==> src/rtl/core_pkg.sv <==
// -----------------------------------------------------------------------------
// core_pkg
//   Shared definitions for the 5-stage core's hazard/forwarding control.
//   - FWD_* : EX operand mux select encodings (3-input mux, 2-bit select)
//   - hz_state_t : hazard sequencer FSM state encoding
//   - shadow_entry_t : one shadow pipeline slot (EX, MEM or WB)
// -----------------------------------------------------------------------------
package core_pkg;

  // Register address width that the shadow entries are built with.
  localparam int SHADOW_RA_W = 5;

  // EX operand mux select encoding. 2'b11 is never driven.
  localparam logic [1:0] FWD_RF  = 2'b00;
  localparam logic [1:0] FWD_WB  = 2'b01;
  localparam logic [1:0] FWD_MEM = 2'b10;

  typedef enum logic [1:0] {
    HZ_RUN     = 2'b00,
    HZ_LU      = 2'b01,
    HZ_MD_BUSY = 2'b10
  } hz_state_t;

  // One shadow pipeline slot: what the real pipeline register holds, reduced
  // to the fields hazard detection and forwarding care about.
  typedef struct packed {
    logic                   v;
    logic [SHADOW_RA_W-1:0] rd;
    logic                   regwrite;
    logic                   memread;
    logic                   muldiv;
    logic [SHADOW_RA_W-1:0] rs1;
    logic [SHADOW_RA_W-1:0] rs2;
    logic                   rs1_used;
    logic                   rs2_used;
  } shadow_entry_t;

  localparam int SHADOW_ENTRY_W = $bits(shadow_entry_t);

  localparam shadow_entry_t SHADOW_NOP = '0;

endpackage

==> src/rtl/fwd_sel_unit.sv <==
// -----------------------------------------------------------------------------
// fwd_sel_unit
//   Forward select for one EX source operand.
//   Ports:
//     rs, used                       EX source register and whether it is read
//     mem_v, mem_regwrite, mem_rd    MEM shadow entry write-port fields
//     wb_v,  wb_regwrite,  wb_rd     WB shadow entry write-port fields
//     sel                            FWD_MEM / FWD_WB / FWD_RF
//   MEM wins over WB because it holds the younger result. x0 never forwards.
// -----------------------------------------------------------------------------
module fwd_sel_unit
  import core_pkg::*;
#(
  parameter int RA_W = SHADOW_RA_W
) (
  input  logic [RA_W-1:0] rs,
  input  logic            used,
  input  logic            mem_v,
  input  logic            mem_regwrite,
  input  logic [RA_W-1:0] mem_rd,
  input  logic            wb_v,
  input  logic            wb_regwrite,
  input  logic [RA_W-1:0] wb_rd,
  output logic [1:0]      sel
);

  logic mem_hit;
  logic wb_hit;

  always_comb begin
    mem_hit = mem_v && mem_regwrite && (mem_rd != '0) && (mem_rd == rs);
    wb_hit  = wb_v  && wb_regwrite  && (wb_rd  != '0) && (wb_rd  == rs);
    sel     = FWD_RF;
    if (used) begin
      if (mem_hit) begin
        sel = FWD_MEM;
      end else if (wb_hit) begin
        sel = FWD_WB;
      end
    end
  end

endmodule

==> src/rtl/hazard_fwd_ctrl.sv <==
// -----------------------------------------------------------------------------
// hazard_fwd_ctrl
//   Pipeline sequencer for the 5-stage core. Tracks a shadow EX/MEM/WB copy of
//   in-flight instructions, drives the EX forwarding mux selects, inserts
//   load-use bubbles, freezes the front end while a MUL/DIV is busy (with a
//   watchdog), and flushes on an EX redirect.
//   Ports:
//     clk, rst                 clock, synchronous active-high reset
//     id_*                     decoded fields of the instruction in ID;
//                              id_valid qualifies all other id_* fields, which
//                              are ignored while it is low
//     ex_redirect              taken branch/jump resolved in EX
//     muldiv_done              1-cycle result pulse from the MUL/DIV unit
//     fwd_a_sel, fwd_b_sel     EX operand mux selects
//     stall_if/id/ex           hold PC, IF/ID, ID/EX
//     flush_id, bubble_ex      zero IF/ID, load NOP into ID/EX
//     md_timeout               sticky watchdog expiry flag
//     stall_cnt                saturating count of stall_if cycles
//     dbg_state                current sequencer state
// -----------------------------------------------------------------------------
module hazard_fwd_ctrl
  import core_pkg::*;
#(
  parameter int RA_W       = SHADOW_RA_W,
  parameter int MD_MAX_CYC = 64,
  parameter int CNT_W      = 32
) (
  input  logic             clk,
  input  logic             rst,
  input  logic             id_valid,
  input  logic [RA_W-1:0]  id_rs1,
  input  logic [RA_W-1:0]  id_rs2,
  input  logic             id_rs1_used,
  input  logic             id_rs2_used,
  input  logic [RA_W-1:0]  id_rd,
  input  logic             id_regwrite,
  input  logic             id_memread,
  input  logic             id_muldiv,
  input  logic             ex_redirect,
  input  logic             muldiv_done,
  output logic [1:0]       fwd_a_sel,
  output logic [1:0]       fwd_b_sel,
  output logic             stall_if,
  output logic             stall_id,
  output logic             stall_ex,
  output logic             flush_id,
  output logic             bubble_ex,
  output logic             md_timeout,
  output logic [CNT_W-1:0] stall_cnt,
  output hz_state_t        dbg_state
);

  localparam int WD_W = (MD_MAX_CYC > 1) ? $clog2(MD_MAX_CYC) : 1;
  localparam logic [WD_W-1:0] WD_LAST = WD_W'(MD_MAX_CYC - 1);

  hz_state_t       state_q, state_d;
  shadow_entry_t   ex_q, ex_d;
  shadow_entry_t   mem_q, mem_d;
  shadow_entry_t   wb_q, wb_d;
  shadow_entry_t   id_entry;
  logic [WD_W-1:0] wd_q, wd_d;
  logic            md_timeout_q, md_timeout_d;
  logic [CNT_W-1:0] stall_cnt_q, stall_cnt_d;
  logic            load_use;

  // WB keeps the full entry so it mirrors the real pipeline; only its write
  // port fields feed forwarding.
  logic wb_unused;
  assign wb_unused = ^{wb_q.memread, wb_q.muldiv, wb_q.rs1, wb_q.rs2,
                       wb_q.rs1_used, wb_q.rs2_used};

  // An invalid ID slot enters EX as a clean NOP so stale source fields never
  // produce forward selects.
  always_comb begin
    id_entry = SHADOW_NOP;
    if (id_valid) begin
      id_entry.v        = 1'b1;
      id_entry.rd       = id_rd;
      id_entry.regwrite = id_regwrite;
      id_entry.memread  = id_memread;
      id_entry.muldiv   = id_muldiv;
      id_entry.rs1      = id_rs1;
      id_entry.rs2      = id_rs2;
      id_entry.rs1_used = id_rs1_used;
      id_entry.rs2_used = id_rs2_used;
    end
  end

  always_comb begin
    load_use = ex_q.v && ex_q.memread && (ex_q.rd != '0) && id_valid &&
               ((id_rs1_used && (id_rs1 == ex_q.rd)) ||
                (id_rs2_used && (id_rs2 == ex_q.rd)));
  end

  // Sequencer next-state and control outputs.
  always_comb begin
    state_d      = state_q;
    wd_d         = '0;
    md_timeout_d = md_timeout_q;
    stall_if     = 1'b0;
    stall_id     = 1'b0;
    stall_ex     = 1'b0;
    flush_id     = 1'b0;
    bubble_ex    = 1'b0;
    case (state_q)
      HZ_RUN, HZ_LU: begin
        // LU only marks the cycle after a bubble; hazards are re-evaluated.
        state_d = HZ_RUN;
        if (ex_redirect) begin
          // Wrong-path ID instruction is squashed, so a pending load-use on
          // it is moot.
          flush_id  = 1'b1;
          bubble_ex = 1'b1;
        end else if (load_use) begin
          stall_if  = 1'b1;
          stall_id  = 1'b1;
          bubble_ex = 1'b1;
          state_d   = HZ_LU;
        end else if (ex_q.v && ex_q.muldiv) begin
          state_d = HZ_MD_BUSY;
        end
      end
      HZ_MD_BUSY: begin
        if (muldiv_done) begin
          // Stalls drop in the done cycle so EX advances on this edge.
          state_d = HZ_RUN;
        end else begin
          stall_if = 1'b1;
          stall_id = 1'b1;
          stall_ex = 1'b1;
          if (wd_q == WD_LAST) begin
            md_timeout_d = 1'b1;
            state_d      = HZ_RUN;
          end else begin
            wd_d = wd_q + WD_W'(1);
          end
        end
      end
      default: begin
        state_d = HZ_RUN;
      end
    endcase
  end

  // Shadow pipeline advance. A held EX sends a NOP into MEM.
  always_comb begin
    wb_d = mem_q;
    if (stall_ex) begin
      ex_d  = ex_q;
      mem_d = SHADOW_NOP;
    end else begin
      mem_d = ex_q;
      ex_d  = bubble_ex ? SHADOW_NOP : id_entry;
    end
  end

  always_comb begin
    stall_cnt_d = stall_cnt_q;
    if (stall_if && (stall_cnt_q != '1)) begin
      stall_cnt_d = stall_cnt_q + CNT_W'(1);
    end
  end

  always_ff @(posedge clk) begin
    if (rst) begin
      state_q      <= HZ_RUN;
      ex_q         <= SHADOW_NOP;
      mem_q        <= SHADOW_NOP;
      wb_q         <= SHADOW_NOP;
      wd_q         <= '0;
      md_timeout_q <= 1'b0;
      stall_cnt_q  <= '0;
    end else begin
      state_q      <= state_d;
      ex_q         <= ex_d;
      mem_q        <= mem_d;
      wb_q         <= wb_d;
      wd_q         <= wd_d;
      md_timeout_q <= md_timeout_d;
      stall_cnt_q  <= stall_cnt_d;
    end
  end

  fwd_sel_unit #(.RA_W(RA_W)) u_fwd_a (
    .rs           (ex_q.rs1),
    .used         (ex_q.rs1_used),
    .mem_v        (mem_q.v),
    .mem_regwrite (mem_q.regwrite),
    .mem_rd       (mem_q.rd),
    .wb_v         (wb_q.v),
    .wb_regwrite  (wb_q.regwrite),
    .wb_rd        (wb_q.rd),
    .sel          (fwd_a_sel)
  );

  fwd_sel_unit #(.RA_W(RA_W)) u_fwd_b (
    .rs           (ex_q.rs2),
    .used         (ex_q.rs2_used),
    .mem_v        (mem_q.v),
    .mem_regwrite (mem_q.regwrite),
    .mem_rd       (mem_q.rd),
    .wb_v         (wb_q.v),
    .wb_regwrite  (wb_q.regwrite),
    .wb_rd        (wb_q.rd),
    .sel          (fwd_b_sel)
  );

  assign md_timeout = md_timeout_q;
  assign stall_cnt  = stall_cnt_q;
  assign dbg_state  = state_q;

endmodule

==> config.mk <==
export PLATFORM = sky130hd
export DESIGN_NAME = hazard_fwd_ctrl
export DESIGN_NICKNAME = d
export VERILOG_FILES = /design/src/rtl/core_pkg.sv /design/src/rtl/fwd_sel_unit.sv /design/src/rtl/hazard_fwd_ctrl.sv
export SDC_FILE = /design/constraint.sdc
export NUM_CORES = 1
export LEC_CHECK = 0
export ABC_AREA = 1
export CORE_UTILIZATION = 54
export CTS_BUF_LIST = sky130_fd_sc_hd__clkbuf_4 sky130_fd_sc_hd__clkbuf_8 sky130_fd_sc_hd__clkbuf_16
export DETAILED_ROUTE_END_ITERATION = 6
export PLACE_DENSITY_LB_ADDON = 0.3
export SLEW_MARGIN = 0
export SYNTH_ARGS = -nofsm -noshare
export SYNTH_HDL_FRONTEND = slang
export SYNTH_SLANG_ARGS = --single-unit
==> constraint.sdc <==
create_clock -name clk -period 2.3 [get_ports clk]
set_clock_uncertainty 0.15 [all_clocks]
set_input_delay 0.23 -clock clk [delete_from_list [all_inputs] [get_ports clk]]
set_output_delay 0.23 -clock clk [all_outputs]
set_load 0.01 [all_outputs]
==> After elaboration in Yosys (flattened, before gate mapping) <==
Index checks and enable logic that the tools add are counted.
{ "totals": {"register_bits": 76, "input_bits": 25, "output_inout_bits": 44, "word_cells": 82} }
{ "op_classes": {"addsub": 2, "eq_ne": 11, "mux": 23, "bitwise_logic": 2, "n_reduce_logical": 25} }
{ "ops": {"columns": ["operator", "count"], "rows": [
  ["2-to-1 mux 21 bit", 2],
  ["adder 32 x 1 -> 32 bit, second input constant", 1],
  ["!= test 32 bit, second input constant", 1],
  ["equality test 5 bit", 6],
  ["2-to-1 mux 2 bit", 9],
  ["logical AND 1 bit", 16],
  ["nonzero test 5 bit", 3],
  ["2-to-1 mux 1 bit", 10],
  ["adder 6 x 1 -> 6 bit, second input constant", 1],
  ["equality test 6 bit, second input constant", 1],
  ["case mux 2 bit (2 select lines)", 1],
  ["OR reduction 2 bit", 2],
  ["OR reduction 4 bit", 1],
  ["!= test 3 bit, second input constant", 1],
  ["AND reduction 3 bit", 1],
  ["equality test 2 x 1 -> 1 bit, second input constant", 1],
  ["equality test 2 bit, second input constant", 1],
  ["logical NOT 2 bit", 1],
  ["inverter 1 bit", 2],
  ["case mux 1 bit (2 select lines)", 1],
  ["logical OR 1 bit", 1]
]} }

==> Longest topological paths before layout <==
Gate-level depths: netlist of the first run.
{ "logic_depth": {"word_depth": 8, "ltp_mapped": 12, "mapped_depth_nobuf": 11} }

==> Cells and area by module <==
From an unflattened synthesis of the first run, not the netlist that was laid out.
{ "unflattened": {"hier_cells": 689, "hier_area_um2": 4275.4} }
{ "by_module_without_submodules": {"columns": ["mod", "n_inst", "cells_each", "area_each_um2", "seq_area_each_um2"], "rows": [
  ["hazard_fwd_ctrl", 1, 575, 3802.4, 1521.5],
  ["fwd_sel_unit", 2, 57, 236.5, 0.0]
]} }

==> Worst setup path before layout of the first run <==
OpenSTA, ideal clock, no wires.
{ "synth_path": {"kind": "register to register", "startpoint": "register stall_cnt_q[0], in the netlist stall_cnt[0]", "endpoint": "register stall_cnt_q[0], in the netlist stall_cnt[0]", "setup_time_ns": 0.115, "arrival_ns": 1.804, "required_time_ns": 2.035, "setup_slack_ns": 0.231, "path_stages_with_launch": 12, "path_buffers": 1, "period_less_slack_ns": 2.069, "cell_sequence": "dfxtp_1 -> ha_1 -> nand2_2 -> nor2_4 -> nand2_2 -> nor2_4 -> nand2_2 -> nor2_4 -> nand3_4 -> buf_2 -> a21oi_1 -> nor2_1"} }
{ "synth_via": {"elab_chain_cells": 2, "elab_cells_between_ends": 3, "classes_between": "add/sub: 1; eq/ne: 1; reduce/logical: 1"} }
{ "synth_lines": {"columns": ["element", "line_no", "text"], "rows": [
  ["from (decl)", "hazard_fwd_ctrl.sv:63", "logic [CNT_W-1:0] stall_cnt_q, stall_cnt_d;"],
  ["from (signal assigned)", "hazard_fwd_ctrl.sv:180", "stall_cnt_q <= stall_cnt_d;"],
  ["parallel branches: the longest is 2 deep, another holds adder 32 x 1 -> 32 bit", null, null]
]} }
Several ways; the timed one is not identified.
A chain may end at the register's enable or synchronous reset.

==> Final worst setup path of the first run <==
{ "layout_path": {"startpoint": "register ex_q[8] (netlist name)", "endpoint": "output port fwd_a_sel[1]"} }
{ "layout_via": {"elab_chain_cells": 4} }
{ "layout_lines": {"columns": ["element", "line_no", "text"], "rows": [
  ["from (decl)", "hazard_fwd_ctrl.sv:57", "shadow_entry_t ex_q, ex_d;"],
  ["from (signal assigned)", "hazard_fwd_ctrl.sv:167", "ex_q <= SHADOW_NOP;"],
  ["from (signal assigned)", "hazard_fwd_ctrl.sv:175", "ex_q <= ex_d;"],
  ["equality test 5 bit", "fwd_sel_unit.sv:31", "mem_hit = mem_v && mem_regwrite && (mem_rd != '0) && (mem_rd == rs);"],
  ["logical AND 1 bit", "fwd_sel_unit.sv:31", null],
  ["2-to-1 mux 2 bit", "fwd_sel_unit.sv:35", "if (mem_hit) begin"],
  ["2-to-1 mux 2 bit", "fwd_sel_unit.sv:34", "if (used) begin"],
  ["to (decl)", "hazard_fwd_ctrl.sv:41", "output logic [1:0] fwd_a_sel,"]
]} }
Every way passes these cells.

==> impl_metrics.tcl, run 1 <==
set metrics [dict create \
    outcome "finished clean" \
    die_h_um 89.4 \
    yosysWarnings 0 \
    top_layer_used "met4" \
    clock_path_buffers 2 \
    row_count 31 \
    route.met3.wl_um 991 \
    synth_cell_type_count 33 \
    antenna_found_initial 0 \
    grt_max_degree 48 \
    critPathCaptureType "output port" \
    vias_per_cell 5.54 \
    critPathRequiredTime_ps 1920 \
    grt_use_total_pct 33.2 \
    start_util_pct 56.3 \
    cp.arrival_ps 1810 \
    timing.final.crit_share_pct 95.2 \
    yosysSeqAreaShare_pct 36.9 \
    pin_count 69 \
    drive_above_1_share_pct 14.2 \
    clkSinkCount 76 \
    io_buffers 68 \
    yosys_register_bits 76 \
    die_w_um 89.4 \
    route.met2.wl_um 5730 \
    grt_overflow 0 \
    holdWs_ps 160 \
    wl_per_cell_um 15.7 \
    power_density_mw_per_mm2 488 \
    synth_cells 613 \
    syn_avg_cell_area_sq_um 6.73 \
    placed_cell_area_sq_mm 0.00510 \
    max_slew_margin_pct 59.7 \
    utilization_pct 73.7 \
    wl_um 12800 \
    nets 738 \
    crit_path_max_fanout 4 \
    wl_met1_um 5860 \
    first_pass_iters 6 \
    period_needed_ps 2190 \
    hold_viol_final 0 \
    grt_pass1_wl_um 19800 \
    drc 0 \
    critPathLaunchType "flop" \
    cts_tree "yes" \
    fmax_ghz 0.457 \
    gp_congestion 0.961 \
    cts_buffers 9 \
    grt_pass1_vias 3986 \
    yosys.area.top_type "dfxtp_1" \
    vias 4513 \
    drtIter0Drc 353 \
    setup_viol_count_final 0 \
    netlist_area_sq_mm 0.00413 \
    peakVddDrop_v 0.000356 \
    worstMarginPinSlew_ps 604 \
    holdPathStages 4 \
    fin_cells 815 \
    dieArea_sq_mm 0.00800 \
    dpl.hpwl_um 9160 \
    numPlacedInstances 794 \
    synth_nets 640 \
    syn_to_final_growth_pct 31.0 \
    clk_latency_ps 370 \
    clk_pin_slew_ps 90 \
    ant_nets 0 \
    drv_slew 0 \
    finalPower_mw 2.64 \
    fp.coreArea_sq_mm 0.00733 \
    synth_top_area_share_pct 36.9 \
    max_cap_violations 0 \
    synthTopCellsByArea "dfxtp_1 (37%), nand2_1 (15%), nand3_1 (9.5%)" \
    diodes 0 \
    fill_cells 593 \
    p_leak_nw 2.23 \
    ctsHtreeMaxLevel 3 \
    ctsRootBufferMaster "clkbuf_8" \
    worst_r2r_path_depth 11 \
    hp-class "in2reg" \
    stdcell_area_sq_mm 0.00541 \
    worstSetupPathType "reg2out" \
]
-- metrics by stage --
| step | setup TNS (ps) | setup slack, ps |
|---|---|---|
| floorplan | 0 | 231 |
| global placement | -148 | -63.1 |
| detailed placement | -267 | -97.3 |
| CTS | 0 | 20.4 |
| global route | -6.55 | -6.55 |
| finish | 0 | 110 |
-- worst paths after layout --
check                                          startpoint                   endpoint  slack [ps]
worst max-delay path                 ex_q[8]$_SDFFE_PP0N_               fwd_a_sel[1]         110
worst min-delay path                                  rst  stall_cnt[0]$_SDFFE_PP0P_         160
worst max register to register  stall_cnt[1]$_SDFFE_PP0P_  stall_cnt[4]$_SDFFE_PP0P_         140
worst min register to register       mem_q[14]$_SDFF_PP0_        wb_q[14]$_SDFF_PP0_         290
-- Yosys cell counts --
| cell | number |
|---|---|
| buf_6 | 3 |
| clkbuf_1 | 10 |
| o211ai_1 | 1 |
| nor3_1 | 14 |
| a21oi_2 | 11 |
| or2_2 | 2 |
| nor4_1 | 2 |
| a21oi_1 | 28 |
| nor2_4 | 3 |
| nand2_1 | 164 |
| o21bai_1 | 1 |
| nand3_1 | 78 |
| a221oi_1 | 1 |
| dfxtp_1 | 76 |
| nand3_4 | 1 |
| xnor2_1 | 8 |
| nand4_1 | 11 |
| buf_4 | 1 |
| o22ai_1 | 2 |
| o21ai_0 | 11 |
| nor2_2 | 1 |
| and3_1 | 1 |
| nor2_1 | 70 |
| xor2_1 | 21 |
| o31ai_1 | 8 |
| nor3b_1 | 2 |
| buf_1 | 3 |
| o311ai_0 | 1 |
| buf_2 | 4 |
| ha_1 | 2 |
| nand2_2 | 5 |
| nand3b_1 | 7 |
| inv_1 | 60 |
-- flip-flops by register name, indices dropped and copies added (netlist names) --
| name | cells |
|---|---|
| md_timeout | 1 |
| stall_cnt | 32 |
| ex_q | 21 |
| wd_q | 6 |
| wb_q | 7 |
| dbg_state | 2 |
| mem_q | 7 |
-- area by class of cell --
| class | instances | area, sq um | area share (%) |
|---|---|---|---|
| multi-input cells | 456 | 2310 | 42.7 |
| flip-flops and latches | 76 | 1540 | 28.4 |
| repair buffers | 108 | 996 | 18.4 |
| inverters | 60 | 225 | 4.17 |
| clock buffers | 9 | 124 | 2.29 |
| well taps | 99 | 124 | 2.29 |
| clock inverters | 7 | 92.6 | 1.71 |
-- power breakdown --
part / switching, mW / internal [mW] / total, mW
clock: 0.590 / 0.529 / 1.12
combinational: 0.0940 / 0.0843 / 0.178
sequential: 0.0142 / 1.33 / 1.34
total: 0.698 / 1.94 / 2.64
-- kinds of logic after synthesis --
group	after synthesis	synth area share, %
compound gates	64	9.61
xor+xnor	29	6.15
fa+ha+maj	2	0.606
buf+inv	81	8.12
flops	76	36.9
simple gates	361	38.6
-- repair_timing --
action / in CTS / in global routing
pin swaps: 2 / 3
resized for setup: 26 / 10
hold buffers: 0 / 0
endpoints found under the setup margin: 8 / 36
buffers inserted: 3 / 2
-- cell usage in the layout (no fill, tap or decap), drive strengths merged, types with 3 or more instances in the layout --
cell type,n
nor3,14
clkdlybuf4s50,59
clkbuf,10
o31ai,8
nand3,79
dfxtp,76
nand2,169
nor2,74
nand4,11
xor2,21
xnor2,8
buf,41
dlygate4sd2,5
o21ai,11
a21oi,39
nand3b,7
inv,63
clkinv,3
-- worst max-delay path: stages (launching register included) --
cell	delay [ps]
dfxtp_1	410
inv_1	90
nand2_1	70
nand4_1	150
nor4_2	250
nand2_1	120
nor2_1	90
dlygate4sd2_1	270
-- layer usage --
layer | up-vias | global-route usage, %
met1 | 2092 | 46.9
met5 | - | 0
met4 | 0 | 8.23
met2 | 213 | 51.1
li1 | 2187 | -
met3 | 21 | 7.57
(Power assumes the default switching activity.)
==> run 2, diff against run 1 <==
Settings changed: CAP_MARGIN set to 0.
==> results of run 2 <==
Same layout as run 1: the final DEF is identical, and so are final timing and power.
